File: config.mk
export PLATFORM = sky130hd
export DESIGN_NAME = vram_arbiter
export DESIGN_NICKNAME = d
export VERILOG_FILES = /design/src/rtl/vram_arbiter.sv
export SDC_FILE = /design/constraint.sdc
export NUM_CORES = 1
export LEC_CHECK = 0
export ABC_CLOCK_PERIOD_IN_PS = 1900
export CAP_MARGIN = 0
export CORE_UTILIZATION = 41
export CTS_CLUSTER_DIAMETER = 30
export CTS_CLUSTER_SIZE = 25
export DETAILED_ROUTE_END_ITERATION = 10
export PLACE_DENSITY = 0.84
export SLEW_MARGIN = 40
export SYNTH_ARGS = -nofsm -noshare
export SYNTH_HDL_FRONTEND = slang
export SYNTH_SLANG_ARGS = --single-unit
File: constraint.sdc
create_clock -name clk_pixel -period 1.9 [get_ports clk_pixel]
set_clock_uncertainty 0.15 [all_clocks]
set_input_delay 0.38 -clock clk_pixel [delete_from_list [all_inputs] [get_ports clk_pixel]]
set_output_delay 0.38 -clock clk_pixel [all_outputs]
set_load 0.02 [all_outputs]
File: src/rtl/vram_arbiter.sv
// Single-port VRAM arbiter: display fetches take every slot they request, CPU accesses fill the rest.
// Define VRAM_ARB_WBUF_EN to add a one-entry posted write buffer on the CPU path.
module vram_arbiter #(
  parameter int unsigned ADDR_W = 13,
  parameter int unsigned DATA_W = 8
) (
  input  logic              clk_pixel,
  input  logic              reset_n,
  input  logic              disp_req,
  input  logic [ADDR_W-1:0] disp_addr,
  output logic [DATA_W-1:0] disp_data,
  output logic              disp_valid,
  input  logic              cpu_req,
  input  logic              cpu_we,
  input  logic [ADDR_W-1:0] cpu_addr,
  input  logic [DATA_W-1:0] cpu_wdata,
  output logic [DATA_W-1:0] cpu_rdata,
  output logic              cpu_ack,
  output logic [ADDR_W-1:0] ram_addr,
  output logic              ram_we,
  output logic [DATA_W-1:0] ram_wdata,
  input  logic [DATA_W-1:0] ram_rdata
);

  typedef enum logic [1:0] {TagNone, TagDisp, TagCpuRd, TagCpuWr} tag_e;
  typedef enum logic [1:0] {StIdle, StBusy, StWait} state_e;

  state_e            state_q, state_d;
  tag_e              tag1_q, tag1_d, tag2_q, tag2_d;
  logic [ADDR_W-1:0] ram_addr_q, ram_addr_d;
  logic              ram_we_q, ram_we_d;
  logic [DATA_W-1:0] ram_wdata_q, ram_wdata_d;
  logic [DATA_W-1:0] disp_data_q, disp_data_d;
  logic              disp_valid_q, disp_valid_d;
  logic [DATA_W-1:0] cpu_rdata_q, cpu_rdata_d;
  logic              cpu_ack_q, cpu_ack_d;
  logic              cpu_new;

  // A request still high alongside its own ack is the tail of the old one.
  assign cpu_new = cpu_req & ~cpu_ack_q;

`ifdef VRAM_ARB_WBUF_EN
  logic              buf_valid_q, buf_valid_d;
  logic [ADDR_W-1:0] buf_addr_q, buf_addr_d;
  logic [DATA_W-1:0] buf_wdata_q, buf_wdata_d;
`endif

  always_comb begin
    state_d      = state_q;
    tag1_d       = TagNone;
    tag2_d       = tag1_q;
    ram_addr_d   = ram_addr_q;
    ram_we_d     = 1'b0;
    ram_wdata_d  = ram_wdata_q;
    disp_data_d  = disp_data_q;
    disp_valid_d = 1'b0;
    cpu_rdata_d  = cpu_rdata_q;
    cpu_ack_d    = 1'b0;
`ifdef VRAM_ARB_WBUF_EN
    buf_valid_d  = buf_valid_q;
    buf_addr_d   = buf_addr_q;
    buf_wdata_d  = buf_wdata_q;
`endif

    // Stage 2: ram_rdata belongs to the access tagged here.
    case (tag2_q)
      TagDisp: begin
        disp_data_d  = ram_rdata;
        disp_valid_d = 1'b1;
      end
      TagCpuRd: begin
        cpu_rdata_d = ram_rdata;
        cpu_ack_d   = 1'b1;
      end
      TagCpuWr: cpu_ack_d = 1'b1;
      default: ;
    endcase

    if (disp_req) begin
      ram_addr_d = disp_addr;
      tag1_d     = TagDisp;
    end

`ifdef VRAM_ARB_WBUF_EN
    if (!disp_req && buf_valid_q) begin
      ram_addr_d  = buf_addr_q;
      ram_we_d    = 1'b1;
      ram_wdata_d = buf_wdata_q;
      buf_valid_d = 1'b0;
    end

    unique case (state_q)
      StIdle: begin
        if (cpu_new) begin
          if (cpu_we && !buf_valid_q) begin
            buf_valid_d = 1'b1;
            buf_addr_d  = cpu_addr;
            buf_wdata_d = cpu_wdata;
            cpu_ack_d   = 1'b1;
          end else begin
            state_d = StBusy;
          end
        end
      end
      StBusy: begin
        // Reads wait for the buffer to drain so they observe the posted write.
        if (!buf_valid_q) begin
          if (cpu_we) begin
            buf_valid_d = 1'b1;
            buf_addr_d  = cpu_addr;
            buf_wdata_d = cpu_wdata;
            cpu_ack_d   = 1'b1;
            state_d     = StIdle;
          end else if (!disp_req) begin
            ram_addr_d = cpu_addr;
            tag1_d     = TagCpuRd;
            state_d    = StWait;
          end
        end
      end
      StWait: begin
        if (tag2_q == TagCpuRd) state_d = StIdle;
      end
      default: state_d = StIdle;
    endcase
`else
    unique case (state_q)
      StIdle: begin
        if (cpu_new) state_d = StBusy;
      end
      StBusy: begin
        if (!disp_req) begin
          ram_addr_d  = cpu_addr;
          ram_we_d    = cpu_we;
          ram_wdata_d = cpu_wdata;
          tag1_d      = cpu_we ? TagCpuWr : TagCpuRd;
          state_d     = StWait;
        end
      end
      StWait: begin
        if (tag2_q == TagCpuRd || tag2_q == TagCpuWr) state_d = StIdle;
      end
      default: state_d = StIdle;
    endcase
`endif
  end

  always_ff @(posedge clk_pixel or negedge reset_n) begin
    if (!reset_n) begin
      state_q      <= StIdle;
      tag1_q       <= TagNone;
      tag2_q       <= TagNone;
      ram_addr_q   <= '0;
      ram_we_q     <= 1'b0;
      ram_wdata_q  <= '0;
      disp_data_q  <= '0;
      disp_valid_q <= 1'b0;
      cpu_rdata_q  <= '0;
      cpu_ack_q    <= 1'b0;
    end else begin
      state_q      <= state_d;
      tag1_q       <= tag1_d;
      tag2_q       <= tag2_d;
      ram_addr_q   <= ram_addr_d;
      ram_we_q     <= ram_we_d;
      ram_wdata_q  <= ram_wdata_d;
      disp_data_q  <= disp_data_d;
      disp_valid_q <= disp_valid_d;
      cpu_rdata_q  <= cpu_rdata_d;
      cpu_ack_q    <= cpu_ack_d;
    end
  end

`ifdef VRAM_ARB_WBUF_EN
  always_ff @(posedge clk_pixel or negedge reset_n) begin
    if (!reset_n) begin
      buf_valid_q <= 1'b0;
      buf_addr_q  <= '0;
      buf_wdata_q <= '0;
    end else begin
      buf_valid_q <= buf_valid_d;
      buf_addr_q  <= buf_addr_d;
      buf_wdata_q <= buf_wdata_d;
    end
  end
`endif

  assign ram_addr   = ram_addr_q;
  assign ram_we     = ram_we_q;
  assign ram_wdata  = ram_wdata_q;
  assign disp_data  = disp_data_q;
  assign disp_valid = disp_valid_q;
  assign cpu_rdata  = cpu_rdata_q;
  assign cpu_ack    = cpu_ack_q;

endmodule

==> results.toml <==
[outcome]
status = "finished, violations left"
failed_checks = "design-rule violations"

[critical_path]
slowest_stage = "clkdlybuf4s50_1"
r2r_end = "ram_wdata[4]"
reg2reg_depth = 3
worstPathCellList = "clkdlybuf4s50_1"
reg2reg_slack_ns = 0.40
critPathKind = "reg2out"
r2r_start = "state_q[0]"
crit_cells = 1
crit_buf_inv = 1
arrival_ns = 1.28
critPathMaxFanout = 2
cpPeakStageDelay_ns = 0.62
required_ns = 1.37
cp-end-kind = "output port"
worstSetupStartpoint = "ram_wdata[4]"
start_kind = "flip-flop"
critPathCapture = "ram_wdata[4]"
critical_path.top_delay_family = "buffers and inverters"

[clock_network]
numClockSinks = 46
cts_buffer_depth = 2
cts.htree.levels = 2
clk_latency_ns = 0.29
cts_root_buffer = "clkbuf_8"
ctsResizeCount = 0
cts_tree = "built"
path_clk_slew_ns = 0.08
numCtsBuffers = 5

[route]
wire_per_inst_um = 14.8
post_drt_via_cell_ratio = 4.99
drt_iter0_markers = 56
detail-route-antenna-nets = 0
drc = 7
num_vias = 1426
dr.pass1.iters = 8
routed_wl_um = 4230

[yosys]
ys_ff_latch = 46
ys_warn_count = 0
synth_cell_type_count = 22
syn_avg_cell_area_um2 = 13.6
syn_inst = 144
syn_area_um2 = 1960
synth_nets = 191
yosysSeqAreaShare_pct = 58.7

[sta]
finalHoldViolCount = 0
period_needed_ns = 1.81
fmax_mhz = 553
setup_tns_ns = 0
drv_slew = 0
worst_slew_pin_slew_ns = 0.449
relSlewSlack_pct = 70.1
setup_viol = 0
fin_crit_sh_pct = 95.2
rsz0062_at_grt = "false"

[pwr]
power.density_nw_per_um2 = 1390
p_total_mw = 4.18
ir_drop_v = 0.000782
p_leak_nw = 1.29

[final_layout]
layout-drive-gt1-share_pct = 10.7
stdcell_area_um2 = 3020
layout.nets = 281
syn_to_final_growth_pct = 53.9
antenna_cells = 0

[grt]
grt_max_degree = 41
grt_pass1_wl_um = 7220
grt_overflow = 0
grt_pass1_vias = 1512
antenna_found_initial = 0
grt.total_usage_pct = 18.4

[die]
placementRows = 24
die_width_um = 71.2
initial_core_util_pct = 43.8
core_um2 = 4470
die_h_um = 71.2
die_area_um2 = 5060
ios = 87

[placement]
io_buffers = 86
dp_hpwl_um = 3020
place_area_um2 = 2890
gp_congestion = 0.755

[hold_path]
hold_path.class = "reg2reg"

[job]
drv_cap = 0
-- kinds of logic (layout without fill, tap and decap cells) --
family,count (synthesis),in the layout,share of synthesized area (%)
compound gates,15,15,6.45
flops,46,46,58.7
simple gates,35,35,13.7
buf+inv,24,114,5.81
mux,24,24,15.3
-- through the flow --
stage	instances	util [%]	setup slack (ns)	hold WS, ns
final	286	67.4	0.0904	0.203
after global routing	286	67.4	0.0362	0.213
after CTS	286	67.4	0.0821	0.203
after detailed placement	278	64.7	0.0333	0.185
after global placement	278	64.7	0.0877	0.185
after floorplan	144	-	0.519	-0.0656
-- worst min path at each step --
stage / depth (start not counted) / end / slack [ns] / startpoint
6_report: 0 / tag2_q[1] / 0.20 / tag1_q[1]
2_1_floorplan: 0 / cpu_ack / -0.07 / reset_n
5_1_grt: 0 / tag2_q[0] / 0.21 / tag1_q[0]
3_5_place_dp: 0 / tag2_q[1] / 0.18 / tag1_q[1]
4_1_cts: 0 / tag2_q[1] / 0.20 / tag1_q[1]
3_3_place_gp: 0 / tag2_q[1] / 0.19 / tag1_q[1]
-- sequential cells by signal (all words and copies together), names as in the netlist --
register	flops
state_q	2
cpu_rdata	8
disp_data	8
tag1_q	2
cpu_ack	1
disp_valid	1
ram_addr	13
ram_we	1
tag2_q	2
ram_wdata	8
-- layout by cell type, fill, tap and decap left out, drive strengths merged, types with 2 or more instances in the layout --
cell	n
buf	8
clkbuf	6
clkdlybuf4s50	85
dfrtp	46
inv	13
mux2	24
nand2	14
nand4bb	12
nor2b	2
nor3b	2
o311ai	13
-- area by class of cell --
| cell class | count | area, µm² |
|---|---|---|
| multi-input combinational | 74 | 696 |
| sequential | 46 | 1150 |
| clock inverter | 1 | 30.0 |
| tap | 52 | 65.1 |
| timing repair buffer | 94 | 943 |
| inverter | 13 | 48.8 |
| clock buffer | 6 | 82.6 |
| fill | 344 | 1460 |
-- what timing repair did --
item | in CTS | in global routing
buffers inserted | 0 | 0
hold buffers | 1 | 0
endpoints found under the hold margin | 17 | 0
-- Yosys cell counts --
| library cell | n | area share, % |
|---|---|---|
| nor3b_2 | 1 | 0.64 |
| clkbuf_1 | 1 | 0.19 |
| nand4bb_1 | 12 | 6.9 |
| nor2b_1 | 1 | 0.32 |
| nand2_1 | 14 | 2.7 |
| nor3b_1 | 1 | 0.38 |
| mux2_1 | 16 | 9.2 |
| buf_4 | 2 | 0.77 |
| nand2b_1 | 1 | 0.32 |
| or4bb_1 | 1 | 0.57 |
| or3b_1 | 1 | 0.45 |
| a21oi_1 | 1 | 0.26 |
| buf_6 | 1 | 0.57 |
| and3b_1 | 1 | 0.45 |
| o311ai_1 | 13 | 5.8 |
| mux2_4 | 8 | 6.1 |
| a21o_1 | 1 | 0.38 |
| dfrtp_1 | 46 | 59 |
| or2_1 | 1 | 0.32 |
| inv_1 | 13 | 2.5 |
| nor2b_4 | 1 | 0.70 |
| buf_2 | 7 | 1.8 |
-- power breakdown --
group,switching (mW),leakage [nW],internal [mW]
Sequential,0.215,0.553,1.34
Combinational,0.867,0.677,1.03
Clock,0.309,0.0573,0.421
Total,1.39,1.29,2.79
-- per-layer routing --
metal / GRT usage (%) / vias up / part of all wire, %
met5: 0 / - / 0
met1: 23.6 / 684 / 45
met4: 6.67 / 0 / 1.4
met2: 30.8 / 48 / 48
met3: 4.13 / 7 / 5.7
li1: - / 687 / -
No activity file was read; power rests on OpenSTA's default activity.
